[config.mk]
export PLATFORM = sky130hd
export DESIGN_NAME = elastic_pipe
export DESIGN_NICKNAME = d
export VERILOG_FILES = /design/src/rtl/elastic_pipe_pkg.sv /design/src/rtl/elastic_stage.sv /design/src/rtl/elastic_pipe.sv
export SDC_FILE = /design/constraint.sdc
export NUM_CORES = 1
export LEC_CHECK = 0
export ABC_AREA = 0
export BUFFER_PORTS_ARGS = -buffer_cell sky130_fd_sc_hd__buf_2
export CAP_MARGIN = 15
export CORE_ASPECT_RATIO = 0.75
export CORE_MARGIN = 3
export CORE_UTILIZATION = 40
export CTS_BUF_LIST = sky130_fd_sc_hd__clkbuf_16
export CTS_CLUSTER_DIAMETER = 80
export CTS_CLUSTER_SIZE = 28
export DETAILED_ROUTE_END_ITERATION = 6
export GPL_TIMING_DRIVEN = 0
export PLACE_DENSITY = 0.71
export SYNTH_ARGS = -nofsm -noshare
export SYNTH_HDL_FRONTEND = slang
export SYNTH_SLANG_ARGS = --single-unit
[constraint.sdc]
create_clock -name clk -period 4.68 [get_ports clk]
set_clock_uncertainty 0.1 [all_clocks]
set_input_delay 0.234 -clock clk [delete_from_list [all_inputs] [get_ports clk]]
set_output_delay 0.234 -clock clk [all_outputs]
set_load 0.03 [all_outputs]
[src/rtl/elastic_pipe_pkg.sv]
// Shared definitions for the elastic pipeline primitive: CPU payload bundle layout,
// default depth and the flush masks used on branch/jump redirect.
package elastic_pipe_pkg;

  typedef struct packed {
    logic [7:0] instr;
    logic [3:0] pc;
    logic [3:0] ctrl;
  } pipe_payload_t;

  localparam int PAYLOAD_W     = $bits(pipe_payload_t);
  localparam int DEFAULT_DEPTH = 4;

  // Bit i squashes stage i; stage 0 is IF/ID, stage 1 is ID/EX.
  localparam logic [DEFAULT_DEPTH-1:0] FLUSH_NONE     = 4'b0000;
  localparam logic [DEFAULT_DEPTH-1:0] FLUSH_IF_ID    = 4'b0001;
  localparam logic [DEFAULT_DEPTH-1:0] FLUSH_IF_ID_EX = 4'b0011;

endpackage

[src/rtl/elastic_stage.sv]
// One elastic register stage: holds a valid flag and payload, accepts when empty,
// flushed or draining, and releases its entry when the next stage is ready.
module elastic_stage
  import elastic_pipe_pkg::*;
#(
  parameter int WIDTH = PAYLOAD_W
) (
  input  logic             clk,
  input  logic             rst_n,
  input  logic             up_valid,
  input  logic [WIDTH-1:0] up_data,
  input  logic             flush,
  input  logic             rdy,
  input  logic             dn_ready,
  output logic             ev,
  output logic             v_q,
  output logic             v_nxt,
  output logic [WIDTH-1:0] d_q
);

  logic accept;
  logic leave;

  assign ev     = v_q & ~flush;
  assign accept = up_valid & rdy;
  assign leave  = ev & dn_ready;

  // An arriving payload wins over a flush of the entry it replaces.
  always_comb begin
    v_nxt = ev;
    if (accept)     v_nxt = 1'b1;
    else if (leave) v_nxt = 1'b0;
  end

  always_ff @(posedge clk or negedge rst_n) begin
    if (!rst_n) begin
      v_q <= 1'b0;
      d_q <= '0;
    end else begin
      v_q <= v_nxt;
      if (accept) d_q <= up_data;
    end
  end

endmodule

[src/rtl/elastic_pipe.sv]
// DEPTH-stage elastic pipeline with valid/ready back-pressure, bubble collapse,
// per-stage flush and a registered occupancy count.
module elastic_pipe
  import elastic_pipe_pkg::*;
#(
  parameter int WIDTH = PAYLOAD_W,
  parameter int DEPTH = DEFAULT_DEPTH,
  parameter int CNT_W = $clog2(DEPTH + 1)
) (
  input  logic             clk,
  input  logic             rst_n,
  input  logic             in_valid,
  input  logic [WIDTH-1:0] in_data,
  output logic             in_ready,
  output logic             out_valid,
  output logic [WIDTH-1:0] out_data,
  input  logic             out_ready,
  input  logic [DEPTH-1:0] flush,
  output logic [DEPTH-1:0] stage_valid,
  output logic [CNT_W-1:0] occupancy
);

  logic [DEPTH-1:0] ev;
  logic [DEPTH-1:0] v;
  logic [DEPTH-1:0] v_nxt;
  logic [DEPTH-1:0] rdy;
  logic [DEPTH-1:0] up_valid;
  logic [DEPTH-1:0] dn_ready;
  logic [WIDTH-1:0] up_data [DEPTH];
  logic [WIDTH-1:0] d       [DEPTH];

  function automatic logic [CNT_W-1:0] popcount(input logic [DEPTH-1:0] bits);
    logic [CNT_W-1:0] cnt;
    cnt = '0;
    for (int i = 0; i < DEPTH; i++) cnt = cnt + CNT_W'(bits[i]);
    return cnt;
  endfunction

  // Ready ripples from the output back toward the input; an empty or flushed
  // stage is always ready, which is what collapses bubbles under stall.
  always_comb begin
    rdy = '0;
    rdy[DEPTH-1] = ~ev[DEPTH-1] | out_ready;
    for (int i = DEPTH - 2; i >= 0; i--) rdy[i] = ~ev[i] | rdy[i+1];
  end

  for (genvar i = 0; i < DEPTH; i++) begin : g_stage
    if (i == 0) begin : g_head
      assign up_valid[i] = in_valid;
      assign up_data[i]  = in_data;
    end else begin : g_link
      assign up_valid[i] = ev[i-1];
      assign up_data[i]  = d[i-1];
    end

    if (i == DEPTH - 1) begin : g_tail
      assign dn_ready[i] = out_ready;
    end else begin : g_mid
      assign dn_ready[i] = rdy[i+1];
    end

    elastic_stage #(.WIDTH(WIDTH)) u_stage (
      .clk      (clk),
      .rst_n    (rst_n),
      .up_valid (up_valid[i]),
      .up_data  (up_data[i]),
      .flush    (flush[i]),
      .rdy      (rdy[i]),
      .dn_ready (dn_ready[i]),
      .ev       (ev[i]),
      .v_q      (v[i]),
      .v_nxt    (v_nxt[i]),
      .d_q      (d[i])
    );
  end

  always_ff @(posedge clk or negedge rst_n) begin
    if (!rst_n) occupancy <= '0;
    else        occupancy <= popcount(v_nxt);
  end

  assign in_ready    = rdy[0];
  assign out_valid   = ev[DEPTH-1];
  assign out_data    = d[DEPTH-1];
  assign stage_valid = v;

endmodule

Yosys cells after proc, flatten, opt, wreduce, memory -nomap -nowiden
Cells that the tools add are included.

cells by class
  add/sub/neg operators = 3
  muxes and demuxes = 8
  bitwise logic cells = 21

operator list
  operator     count
  $and 1x1->1  9
  $mux 1       8
  $not 1->1    8
  $or 1x1->1   4
  $add 2x1->3  1
  $add 3x1->3  1
  $add 1x1->2  1

storage, ports and cells
  register bits after elaboration = 71
  input bits = 24
  output and inout port bits = 25
  word-level logic and storage cells = 41

Longest topological paths before layout
Gate-level depths: netlist of run 1.

  word-level depth = 12
  mapped depth = 7
  depth with buffers taken out = 7

Cells and area by module
A second synthesis of run 1 with hierarchy kept.

second synthesis, totals
  cell total of the unflattened synthesis = 168
  area, all modules = 2914.0 µm²

modules (own cells, without submodules)
  module         times used  cells each  area an instance (µm²)  seq. area each (µm²)
  elastic_stage  4           38          685.7                   425.4
  elastic_pipe   1           16          171.4                   75.1

Least setup slack after synthesis of run 1
OpenSTA, ideal clock, no wires.

  path kind = register to register
  start = reg g_stage[3].u_stage.v_q
  end = reg occupancy[1]
  library setup time = 0.126 ns
  arrival time = 1.883 ns
  data required time = 4.454 ns
  slack = 2.571 ns
  cell stages (with the launch flop) = 7
  buffers on the path = 0
  clock period less this slack = 2.109 ns
  path through = dfrtp_1 > nor3b_2 > a31oi_1 > fa_1 > inv_1 > ha_1 > ha_1

between the ends
  longest elaborated chain between the ends = 11
  elaborated cells on any way between the ends = 22
  those cells by class = 3 x add/sub; 8 x mux; 11 x bitwise

ends and longest elaborated chain
  item                                              RTL line                                                      RTL
  from (decl)                                       elastic_stage.sv:16                                           output logic v_q,
  from (signal assigned)                            elastic_stage.sv:40                                           v_q <= v_nxt;
  $and 1x1->1 (*)                                   elastic_stage.sv:24                                           assign ev = v_q & ~flush;
  $not 1->1                                         elastic_pipe.sv:43                                            rdy[DEPTH-1] = ~ev[DEPTH-1] | out_ready;
  $or 1x1->1                                        elastic_pipe.sv:43
  $or 1x1->1 (2 in series)                          elastic_pipe.sv:44                                            for (int i = DEPTH - 2; i >= 0; i--) rdy[i] = ~ev[i] | rdy[i+1];
  $and 1x1->1 / $or 1x1->1 (equally long branches)  elastic_stage.sv:25, elastic_stage.sv:26, elastic_pipe.sv:44
  $mux 1 / $and 1x1->1 (equally long branches)      elastic_stage.sv:32, elastic_stage.sv:25
  $mux 1                                            elastic_stage.sv:31                                           if (accept) v_nxt = 1'b1;
  $add 1x1->2                                       elastic_pipe.sv:35                                            for (int i = 0; i < DEPTH; i++) cnt = cnt + CNT_W'(bits[i]);
  $add 2x1->3                                       elastic_pipe.sv:35
  $add 3x1->3 (*)                                   elastic_pipe.sv:35
  to (signal assigned)                              elastic_pipe.sv:79                                            else occupancy <= popcount(v_nxt);
  to (decl)                                         elastic_pipe.sv:20                                            output logic [CNT_W-1:0] occupancy

Every way passes the cells marked *; elsewhere a longest branch is shown, timed or not.
A chain may end at the register's enable or synchronous reset.

Worst setup path after layout of run 1
Ends and elaborated chain as after synthesis.

==> results.md, run 1 <==
* Remaining DRCs at 0
* First-pass GRT wire length at 8130 um
* CTS tree: done
* CP cell instances: nor3b_2 > a31oi_1 > fa_1 > inv_1 > ha_1 > ha_1
* XOR/XNOR share of the synthesized area at 0%
* Busiest grt layer: met2
* Vias in the first global route at 1668
* CP dominant cell by count: ha_1
* Slew margin rel. at 42.7%
* Met1 usage at 16.1%
* Max-cap violation count at 0
* Via density at 4.53
* Proportion of netlist area held by the largest area contributor at 61.4%
* Largest net degree at the start of global routing at 72
* Gp weighted congestion at 0.755
* DR pass1 iterations at 4
* Top_reg_cell synth: dfrtp_1
* Synth Area in Adders at 1.56%
* CP startpoint kind: flip-flop
* Synthesis warning total at 0
* Total number of vias at 1577
* Crit Path Max Fanout at 6
* Std cell rows at 26
* Fmax at 439 MHz
* Chip width at 104 um
* Final net count at 272
* Final setup fails at 0
* Top cells by count, synth: dfrtp_1, mux2_2, buf_4, inv_1
* Setup crit end kind: flip-flop
* Post-route ant nets at 0
* Post-synth top area cell: dfrtp_1
* CTS Buf Count at 9
* Number of flops mapped to enable cells by yosys at 0
* Cells after Synth at 185
* Die Ht at 79.6 um
* Clk buf depth at 2
* Placed Area at 3260 um2
* LEAKAGE at 1.69 nW
* WP buf/inv at 1
* Drt total wl at 4660 um
* Initial core utilization at 41.9%
* Largest family of logic cells by synthesized area: multiplexers
* Port Buffers at 48
* Share of cells above drive strength 1 at 64.4%
* Core Footprint at 6900 um2
* Worst-Skew Late Latency at 0.32 ns
* Min cycle time layout at 2.28 ns
* Fin. Hold Viols at 0
* Synth top area cells: dfrtp_1, mux2_2, buf_4
* Unique cell type count in the Yosys netlist at 21
* Antenna diodes at 0
* Grt total ovfl at 0
* Flops & latches, synth at 71
* Area share of and/or/nand/nor cells after synthesis at 3.24%
* Slew @ Worst Pin at 0.859 ns
* Clock sink count at 71
* Seq/Total Area, Yosys at 61.4%
* Critical Path AT at 2.39 ns
* Met3 usage at 4.20%
* Worst vdd ir at 0.000200 V
* Most numerous cell in the Yosys netlist: dfrtp_1
* Syn_area_per_cell at 15.6 um2
* Final period util at 48.7%
* Max-slew violation count at 0
* Critical-path top delay cell: fa_1
* Hold WS at 0.0386 ns
* RSZ-0062 raised after global routing: false
* H-tree lvl count at 3
* Worst min path class: primary input to flip-flop
* Syn nets at 212
* Ports at 49
* Cell Area, Synth at 2890 um2
* Worst Path Required at 4.79 ns
* Area grow syn2layout at 23.3%
* CP top delay family: adder cells
* Status: finished, final reports clean
* CTS root buf: clkbuf_16
* PwrDens at 560 nW/um2
* Crit Path Category: flip-flop to flip-flop
* Total track usage at 12.7%
* Global routing usage on met2 at 20.1%
* Reg2Reg Setup Slack at 2.40 ns
* Die footprint at 8300 um2
* Setup TNS at 0 ns
* CP peak stage delay at 0.57 ns
* HPWL after DPL at 3210 um
* Mux contribution to synthesized area at 24.9%
* DRT iter0 DRCs at 58
* Clk pin slew, worst setup/hold paths at 0.05 ns
* Initial antenna violation count at 0
* Post-CTS setup buffer count at 0
* Fill cells at 613
* Post_cts resized at 0
* Wire per inst at 13.4 um
* Post-route cell area at 3570 um2
* Synth Area in Compound Gates at 2.12%
* Post-synth ARST share at 100%
-- layout by cell type, fill, tap and decap left out, types with 2 or more instances in the layout --
cell type,synthesis,final
buf_4,20,21
nor2b_1,3,3
dfrtp_1,71,71
a21oi_2,2,2
mux2_2,64,64
ha_1,2,2
clkbuf_16,0,9
or2b_2,3,3
clkinv_2,0,2
buf_2,3,50
clkinvlp_4,0,2
inv_1,5,5
-- through the flow --
| step | instances | setup slack (ns) | power [mW] | util [%] |
|---|---|---|---|---|
| after floorplan | 185 | 2.57 | 1.22 | - |
| after global placement | 331 | 2.42 | 1.33 | 47.2 |
| after detailed placement | 331 | 2.40 | 1.35 | 47.2 |
| after CTS | 348 | 2.40 | 2.02 | 51.7 |
| after global routing | 348 | 2.28 | 2.10 | 51.7 |
| final | 348 | 2.40 | 2.00 | 51.7 |
-- flip-flops by register name, indices dropped and copies added, names as in the netlist --
register / cells
occupancy: 3
g_stage.u_stage.v_q: 4
g_stage.u_stage.d_q: 64
-- report_power, final --
group | switching (mW) | leakage [nW] | internal [mW]
clock network | 0.253 | 0.142 | 0.413
registers | 0.0746 | 0.853 | 0.767
logic | 0.240 | 0.692 | 0.248
-- worst reg2reg max path, cell delays in order (launching register included) --
cell	delay, ns
dfrtp_1	0.37
nor3b_2	0.40
a31oi_1	0.24
fa_1	0.57
inv_1	0.04
ha_1	0.19
ha_1	0.26
-- cells by family (layout without fill, tap and decap cells) --
family,Yosys count,after routing
fa+ha+maj,3,3
buf+inv,29,94
compound gates,6,6
flops,71,71
mux,64,64
simple gates,12,12
-- path summary, 6_finish.rpt --
| kind | endpoint | startpoint | cells after the start |
|---|---|---|---|
| setup / recovery | occupancy[1] | g_stage[3].u_stage.v_q | 6 |
| hold reg to reg | g_stage[0].u_stage.d_q[1] | g_stage[0].u_stage.d_q[1] | 1 |
| setup reg to reg | occupancy[1] | g_stage[3].u_stage.v_q | 6 |
| hold / removal | g_stage[0].u_stage.d_q[14] | in_data[14] | 2 |
| max in group asynchronous | g_stage[0].u_stage.d_q[5] | rst_n | 2 |
| min in group asynchronous | g_stage[3].u_stage.d_q[7] | rst_n | 2 |
-- per-layer routing --
metal,vias to the layer above,wire length [um]
met4,0,46
met1,807,2120
met3,4,155
met5,-,0
met2,31,2340
li1,735,-
-- what timing repair did --
item	4_1_cts	5_1_grt
endpoints found under the hold margin	71	0
setup endpoints to repair	0	0
hold buffers	1	0
-- area by class of cell --
class | instances | area (um2) | share of cell area, %
Buffer | 24 | 176 | 4.95
Clock buffer | 9 | 225 | 6.32
Clock inverter | 7 | 72.6 | 2.04
Inverter | 5 | 18.8 | 0.526
Multi-Input combinational cell | 85 | 921 | 25.8
Sequential cell | 71 | 1780 | 49.8
Tap cell | 98 | 123 | 3.44
Timing Repair Buffer | 49 | 253 | 7.09
Note: power is estimated with default switching activity, not from simulation.
==> inputs of run 2 (changes only) <==
Settings changed: ABC_AREA 0 to 1, PLACE_DENSITY 0.71 to 0.73.
Clock period 4.68 ns to 2.05 ns, I/O delays scaled along.
==> run 2 against run 1 <==
Compared with the run above: the flow now finishes with violations (hold timing, setup timing); global-route usage is 3.6 points higher; clock power up 140%; design area is 15% higher; routed wire length is 32% higher; critical path depth is 4 higher; combinational power grew 70%; count of clock-buffer cells in the layout did not move; first-iteration DRC count rose by 45%; sequential share of layout area decreased by 6.5 points; core utilization rose by 6.4 points; die area rose by 3.6%; largest cell class unchanged; largest power group unchanged.
==> results.md, run 2 <==
* HPWL after DPL at 4000 um (was 3210 um)
* Die footprint at 8600 um2 (was 8300 um2)
* Largest net degree at the start of global routing at 72 (unchanged)
* Share of cells above drive strength 1 at 33.1% (was 64.4%)
* Post-synth ARST share at 100% (unchanged)
* Worst min path class: primary input to flip-flop (unchanged)
* Setup crit end kind: flip-flop (unchanged)
* Setup TNS at -0.0374 ns (was 0 ns)
* Met3 WL at 346 um (was 155 um)
* Post-synth top area cell: dfrtp_1 (unchanged)
* Net Sw Frac at 27.1% (was 28.4%)
* Max reg flops at 64 (unchanged)
* Area grow syn2layout at 36.6% (was 23.3%)
* Initial antenna violation count at 0 (unchanged)
* Routed met1 length at 2900 um (was 2120 um)
* Vias in the first global route at 2289 (was 1668)
* Post-route ant nets at 0 (unchanged)
* Area taken by multi-input logic gates at 943 um2 (was 921 um2)
* Final Non-Filler Cells at 512 (was 348)
* Met2 wire len at 2830 um (was 2340 um)
* Number of flops mapped to enable cells by yosys at 0 (unchanged)
* Worst r2r src: g_stage[2].u_stage.v_q (was g_stage[3].u_stage.v_q)
* Flops & latches, synth at 71 (unchanged)
* Final period util at 102% (was 48.7%)
* Most frequent cells in the layout: nand2_1, dfrtp_1, buf_2, buf_4, nand3_1 (was dfrtp_1, mux2_2, buf_2, buf_4, clkbuf_16)
* DRT iter0 DRCs at 84 (was 58)
* Antenna diodes at 0 (unchanged)
* Most numerous cell in the Yosys netlist: nand2_1 (was dfrtp_1)
* Setup WS pre-CTS at -0.235 ns (was 2.40 ns)
* Top_reg_cell synth: dfrtp_1 (unchanged)
* FF/Latch Area at 1780 um2 (unchanged)
* Total number of vias at 2284 (was 1577)
* Syn_area_per_cell at 9.60 um2 (was 15.6 um2)
* Status: finished, violations left (was finished, final reports clean)
* Port Buffers at 47 (was 48)
* Mux contribution to synthesized area at 0% (was 24.9%)
* Slew margin rel. at 41.6% (was 42.7%)
* P_int at 3.03 mW (was 1.43 mW)
* WP buf/inv at 4 (was 1)
* Via density at 4.46 (was 4.53)
* Fmax at 479 MHz (was 439 MHz)
* Proportion of netlist area held by the largest area contributor at 59.1% (was 61.4%)
* CP top delay family: adder cells (unchanged)
* Worst vdd ir at 0.000367 V (was 0.000200 V)
* Post-route cell area at 4100 um2 (was 3570 um2)
* Hold WS at -0.00128 ns (was 0.0386 ns)
* CP peak stage delay at 0.52 ns (was 0.57 ns)
* Area share of and/or/nand/nor cells after synthesis at 22.9% (was 3.24%)
* First-pass GRT wire length at 10900 um (was 8130 um)
* PwrDens at 1010 nW/um2 (was 560 nW/um2)
* Logic pwr share at 20.0% (was 24.4%)
* Clock network power share at 38.0% (was 33.4%)
* Synth top area cells: dfrtp_1, nand2_1, nand3_1 (was dfrtp_1, mux2_2, buf_4)
* Chip width at 106 um (was 104 um)
* Syn nets at 340 (was 212)
* Final net count at 436 (was 272)
* Synth Area in Adders at 1.50% (was 1.56%)
* Worst-Skew Late Latency at 0.33 ns (was 0.32 ns)
* Fin. Hold Viols at 1 (was 0)
* Net load switching power at 1.13 mW (was 568 uW)
* Clk pin slew, worst setup/hold paths at 0.05 ns (about the same)
* Crit Path Category: flip-flop to flip-flop (unchanged)
* H-tree lvl count at 3 (unchanged)
* Initial core utilization at 42.6% (was 41.9%)
* Top cells by count, synth: nand2_1, dfrtp_1, nand3_1, inv_1, buf_4 (was dfrtp_1, mux2_2, buf_4, inv_1)
* Post-Place Cells at 458 (was 331)
* Crit path from: g_stage[2].u_stage.v_q (was g_stage[3].u_stage.v_q)
* Drt total wl at 6160 um (was 4660 um)
* Gp weighted congestion at 0.753 (was 0.755)
* Ports at 49 (unchanged)
* Cell Area, Synth at 3000 um2 (was 2890 um2)
* Largest Register: g_stage.u_stage.d_q (unchanged)
* Synth Area in Compound Gates at 5.16% (was 2.12%)
* Worst Path Required at 2.17 ns (was 4.79 ns)
* Top Registers: g_stage.u_stage.d_q x64, g_stage.u_stage.v_q x4, occupancy x3 (unchanged)
* RSZ-0062 raised after global routing: true (was false)
* CTS tree: done (unchanged)
* Die Ht at 81.1 um (was 79.6 um)
* XOR/XNOR share of the synthesized area at 0% (unchanged)
* Seq/Total Area, Yosys at 59.1% (was 61.4%)
* Synthesis warning total at 0 (unchanged)
* Remaining DRCs at 0 (unchanged)
* Min cycle time layout at 2.09 ns (was 2.28 ns)
* Critical-path top delay cell: fa_1 (unchanged)
* Placed Area at 3380 um2 (was 3260 um2)
* Wire per inst at 12.0 um (was 13.4 um)
* Largest family of logic cells by synthesized area: simple AND/OR/NAND/NOR gates (was multiplexers)
* Hold Path Origin: flush[0] (was in_data[14])
* Crit Path Max Fanout at 3 (was 6)
* CP startpoint kind: flip-flop (unchanged)
* DR pass1 iterations at 4 (unchanged)
* Grt total ovfl at 0 (unchanged)
* Critical Path AT at 2.21 ns (was 2.39 ns)
* Clk buf depth at 2 (unchanged)
* Most common cell after layout, fill and taps aside: nand2_1 (was dfrtp_1)
* CP cell instances: inv_2 > nor2_4 > buf_12 > nand4_4 > nand2_2 > inv_2 > fa_1 > inv_2 > ha_4 > ha_4 (was nor3b_2 > a31oi_1 > fa_1 > inv_1 > ha_1 > ha_1)
* Unique cell type count in the Yosys netlist at 20 (was 21)
* Total track usage at 16.3% (was 12.7%)
* Highest routed layer: met4 (unchanged)
* Max-cap violation count at 0 (unchanged)
* Std cell rows at 26 (unchanged)
* Clock sink count at 71 (unchanged)
* Failing checks: hold timing, setup timing
* Cells after Synth at 313 (was 185)
* CP dominant cell by count: inv_2 (was ha_1)
* Final setup fails at 1 (was 0)
* Max-slew violation count at 0 (unchanged)
* CTS root buf: clkbuf_16 (unchanged)
* Fill cells at 623 (was 613)
* Core Footprint at 7060 um2 (was 6900 um2)
* CTS Buf Count at 9 (unchanged)
* Reg power frac at 42.1% (was 42.2%)
* LEAKAGE at 2.20 nW (was 1.69 nW)
* Worst setup margin at -0.0374 ns (was 2.40 ns)
* Slew @ Worst Pin at 0.877 ns (was 0.859 ns)
-- run 2: cell count changes in the layout (fill, tap and decap cells not counted), moves of 9 or more --
cell / before / now
nand2_1: 1 / 87
mux2_2: 64 / 0
nand3_1: 1 / 36
buf_4: 21 / 40
dlygate4sd3_1: 1 / 19
inv_1: 5 / 21
nor2_1: 1 / 14
a21oi_1: 1 / 10
-- run 2: what timing repair did --
action                     in CTS  in global routing
gates resized for setup        11                 10
setup endpoints to repair       3                 17
hold endpoints to repair       87                  0
hold buffers                   19                  0
setup buffers                  14                  5
cloned                          0                  1
pin swaps                      10                  6
-- run 2: cell families after synthesis --
| group | count (synthesis) |
|---|---|
| compound gates | 28 |
| fa+ha+maj | 3 |
| buf+inv | 59 |
| flops | 71 |
| simple gates | 152 |
-- run 2: area by class of cell --
type	count	area share, %
buffer	33	6.28
clock buffer	9	5.49
clock inverter	7	1.95
inverter	26	2.38
multi-input combinational	183	23.0
sequential	71	43.3
tap	98	2.99
timing repair buffer	85	14.6
-- run 2: worst paths after layout --
| path | end | slack (ns) | depth (start not counted) |
|---|---|---|---|
| setup / recovery | occupancy[1] | -0.04 | 10 |
| hold / removal | g_stage[1].u_stage.v_q | -0.001 | 4 |
| setup reg to reg | occupancy[1] | -0.04 | 10 |
| hold reg to reg | g_stage[0].u_stage.d_q[6] | 0.37 | 2 |
| max in group asynchronous | g_stage[0].u_stage.d_q[4] | 0.94 | 2 |
| min in group asynchronous | occupancy[2] | 0.32 | 2 |
-- run 2: tightest hold or removal path, stage by stage --
cell     delay [ns]
buf_2          0.10
nor2_4         0.06
nand2_4        0.06
nand2_2        0.05
-- run 2: routing by layer --
layer / vias to the layer above / GRT usage [%]
li1: 1158 / -
met1: 1056 / 21.1
met2: 61 / 25.6
met3: 9 / 5.24
met4: 0 / 6.99
met5: - / 0
-- run 2: metrics by stage --
stage	util [%]	power [mW]
2_1_floorplan	-	2.31
3_3_place_gp	47.8	2.51
3_5_place_dp	47.9	2.54
4_1_cts	56.8	4.18
5_1_grt	58.1	4.38
6_report	58.1	4.15
-- run 2: power by group through the flow --
stage	Combinational, mW	Sequential [mW]	Clock [mW]
floorplan	0.565	1.75	0
global placement	0.748	1.76	0
detailed placement	0.772	1.77	0
CTS	0.818	1.75	1.61
global route	0.921	1.78	1.68
finish	0.830	1.75	1.58
==> inputs of run 3 (changes only) <==
Settings changed: CORE_MARGIN 3 to 1.5, PLACE_DENSITY 0.73 to 0.71, SETUP_SLACK_MARGIN set to 0.3.
Clock period 2.05 ns to 2.4 ns, I/O delays scaled along.
==> run 3 against run 2 <==
Compared with the run above: the run now ends clean; sequential power down 15%; non-clock buffer count down 11; critical path depth unchanged; via count down 6.0%; combinational power down 18%; total power down 18%; highest routed layer unchanged; first-iteration DRC count down 3.6%; design area down 4.1%.
==> results.md, run 3 (synthesis results as in run 2) <==
* Clock network power share at 36.3% (was 38.0%)
* Status: finished, final reports clean (was finished, violations left)
* Std cell rows at 27 (was 26)
* Met1 usage at 22.2% (was 21.1%)
* Most frequent cells in the layout: nand2_1, dfrtp_1, buf_2, nand3_1, buf_4 (was nand2_1, dfrtp_1, buf_2, buf_4, nand3_1)
* Worst-Skew Late Latency at 0.32 ns (was 0.33 ns)
* Max reg flops at 64 (unchanged)
* Total number of vias at 2147 (was 2284)
* Initial core utilization at 41.2% (was 42.6%)
* Share of cells above drive strength 1 at 30.5% (was 33.1%)
* Die footprint at 8040 um2 (was 8600 um2)
* Most common cell after layout, fill and taps aside: nand2_1 (unchanged)
* Busiest grt layer: met2 (unchanged)
* LEAKAGE at 2.13 nW (was 2.20 nW)
* Hold Path Origin: in_valid (was flush[0])
* First-pass GRT wire length at 9740 um (was 10900 um)
* CTS Buf Count at 9 (unchanged)
* Crit Path Max Fanout at 3 (unchanged)
* CP startpoint kind: primary input (was flip-flop)
* Crit path from: flush[0] (was g_stage[2].u_stage.v_q)
* Via density at 4.26 (was 4.46)
* Crit Path Category: primary input to flip-flop (was flip-flop to flip-flop)
* Worst R2R Path Depth at 11 (was 10)
* Worst r2r src: g_stage[2].u_stage.v_q (unchanged)
* FF/Latch Area at 1780 um2 (unchanged)
* Post-route ant nets at 0 (unchanged)
* HPWL after DPL at 3850 um (was 4000 um)
* Reg power frac at 43.8% (was 42.1%)
* Net load switching power at 941 uW (was 1.13 mW)
* Fill cells at 675 (was 623)
* Final core utilization at 54.0% (was 58.1%)
* Min cycle time layout at 2.05 ns
* Drt total wl at 5570 um (was 6160 um)
* DR pass1 iterations at 5 (was 4)
* Setup TNS at 0 ns (was -0.0374 ns)
* DRT iter0 DRCs at 81 (was 84)
* Max-cap violation count at 0 (unchanged)
* Setup WS pre-CTS at 0.0800 ns (was -0.235 ns)
* Remaining DRCs at 0 (unchanged)
* Core Footprint at 7300 um2 (was 7060 um2)
* Slew margin rel. at 43.0% (was 41.6%)
* Initial antenna violation count at 0 (unchanged)
* Area taken by multi-input logic gates at 922 um2 (was 943 um2)
* PwrDens at 865 nW/um2 (was 1010 nW/um2)
* Largest Register: g_stage.u_stage.d_q (unchanged)
* Worst min path class: primary input to flip-flop (unchanged)
* Vias in the first global route at 2109 (was 2289)
* Slew @ Worst Pin at 0.855 ns (was 0.877 ns)
* Final period util at 85.5%
* Final setup fails at 0 (was 1)
* Net Sw Frac at 27.6% (was 27.1%)
* Hold path depth at 3 (was 4)
* Met3 usage at 5.61% (was 5.24%)
* Ports at 49 (unchanged)
* Worst Path Required at 2.51 ns (was 2.17 ns)
* Hold WS at 0.0317 ns (was -0.00128 ns)
* Worst vdd ir at 0.000319 V (was 0.000367 V)
* Clock sink count at 71 (unchanged)
* Power Total at 3.41 mW (was 4.15 mW)
* Max-slew violation count at 0 (unchanged)
* Clk buf depth at 2 (unchanged)
* CTS root buf: clkbuf_16 (unchanged)
* Critical Path AT at 2.17 ns (was 2.21 ns)
* Total track usage at 15.8% (was 16.3%)
* Port Buffers at 47 (unchanged)
* Setup crit end kind: flip-flop (unchanged)
* Top Registers: g_stage.u_stage.d_q x64, g_stage.u_stage.v_q x4, occupancy x3 (unchanged)
* Chip width at 103 um (was 106 um)
* H-tree lvl count at 3 (unchanged)
* Final net count at 425 (was 436)
* Grt total ovfl at 0 (unchanged)
* Largest net degree at the start of global routing at 72 (unchanged)
* Reg2Reg Setup Slack at 0.35 ns (was -0.04 ns)
* Die Ht at 78.1 um (was 81.1 um)
* P_int at 2.46 mW (was 3.03 mW)
* Antenna diodes at 0 (unchanged)
* Fmax at 487 MHz
* Worst setup margin at 0.348 ns (was -0.0374 ns)
* Wire per inst at 11.0 um (was 12.0 um)
* CTS tree: done (unchanged)
* Clk pin slew, worst setup/hold paths at 0.05 ns (about the same)
* Fin. Hold Viols at 0 (was 1)
* Area grow syn2layout at 31.1% (was 36.6%)
* Global routing usage on met2 at 23.2% (was 25.6%)
* Logic pwr share at 19.9% (was 20.0%)
* Gp weighted congestion at 0.729 (was 0.753)
* RSZ-0062 raised after global routing: true (unchanged)
## run 3: changes by cell type in the layout (fill, tap and decap cells not counted), sizes merged
cell         previous run  this run
clkbuf                 11        10
clkinv                  3         4
buf                    97        88
bufinv                  2         1
dlygate4sd3            19        18
## run 3: worst paths after layout
kind	end
worst min register to register	g_stage[2].u_stage.d_q[0]
max in group asynchronous	g_stage[2].u_stage.v_q
worst max register to register	occupancy[1]
worst min-delay path	g_stage[0].u_stage.v_q
worst max-delay path	occupancy[1]
min in group asynchronous	g_stage[0].u_stage.d_q[0]
## run 3: repair_timing
item / in CTS / in global routing
gates resized for setup: 7 / 0
hold buffers: 18 / 0
hold endpoints to repair: 88 / 0
buffers inserted: 9 / 0
pin swaps: 10 / 1
setup endpoints to repair: 3 / 2
## run 3: cell type report
class / instances / area share, %
Tap cell: 101 / 3.21
Buffer: 33 / 6.20
Multi-Input combinational cell: 183 / 23.4
Clock buffer: 9 / 5.72
Clock inverter: 7 / 1.43
Inverter: 26 / 2.48
Timing Repair Buffer: 74 / 12.4
Sequential cell: 71 / 45.1
## run 3: metal layers
metal  vias to the layer above  routed length, um  share of wire [%]
li1                       1137                  -                  -
met3                         5                255                4.6
met2                        48               2420                 43
met4                         0                 65                1.2
met1                       957               2820                 51
met5                         -                  0                  0
## run 3: power by group through the flow
stage	combinational, mW	sequential [mW]	clock, mW
finish	0.679	1.49	1.24
floorplan	0.482	1.49	0
detailed placement	0.655	1.51	0
CTS	0.690	1.49	1.26
global route	0.761	1.51	1.32
global placement	0.637	1.50	0
## run 3: metrics by stage
step           instance area, um2  instances
2_1_floorplan                3020        313
5_1_grt                      3940        504
3_3_place_gp                 3380        461
6_report                     3940        504
3_5_place_dp                 3380        461
4_1_cts                      3940        504
## run 3: worst max-delay path, stage by stage
cell	delay, ns
dlygate4sd3_1	0.53
buf_2	0.13
nor2_4	0.17
nand4_4	0.13
nand2_2	0.09
inv_1	0.05
fa_1	0.50
inv_1	0.04
ha_2	0.19
ha_4	0.20
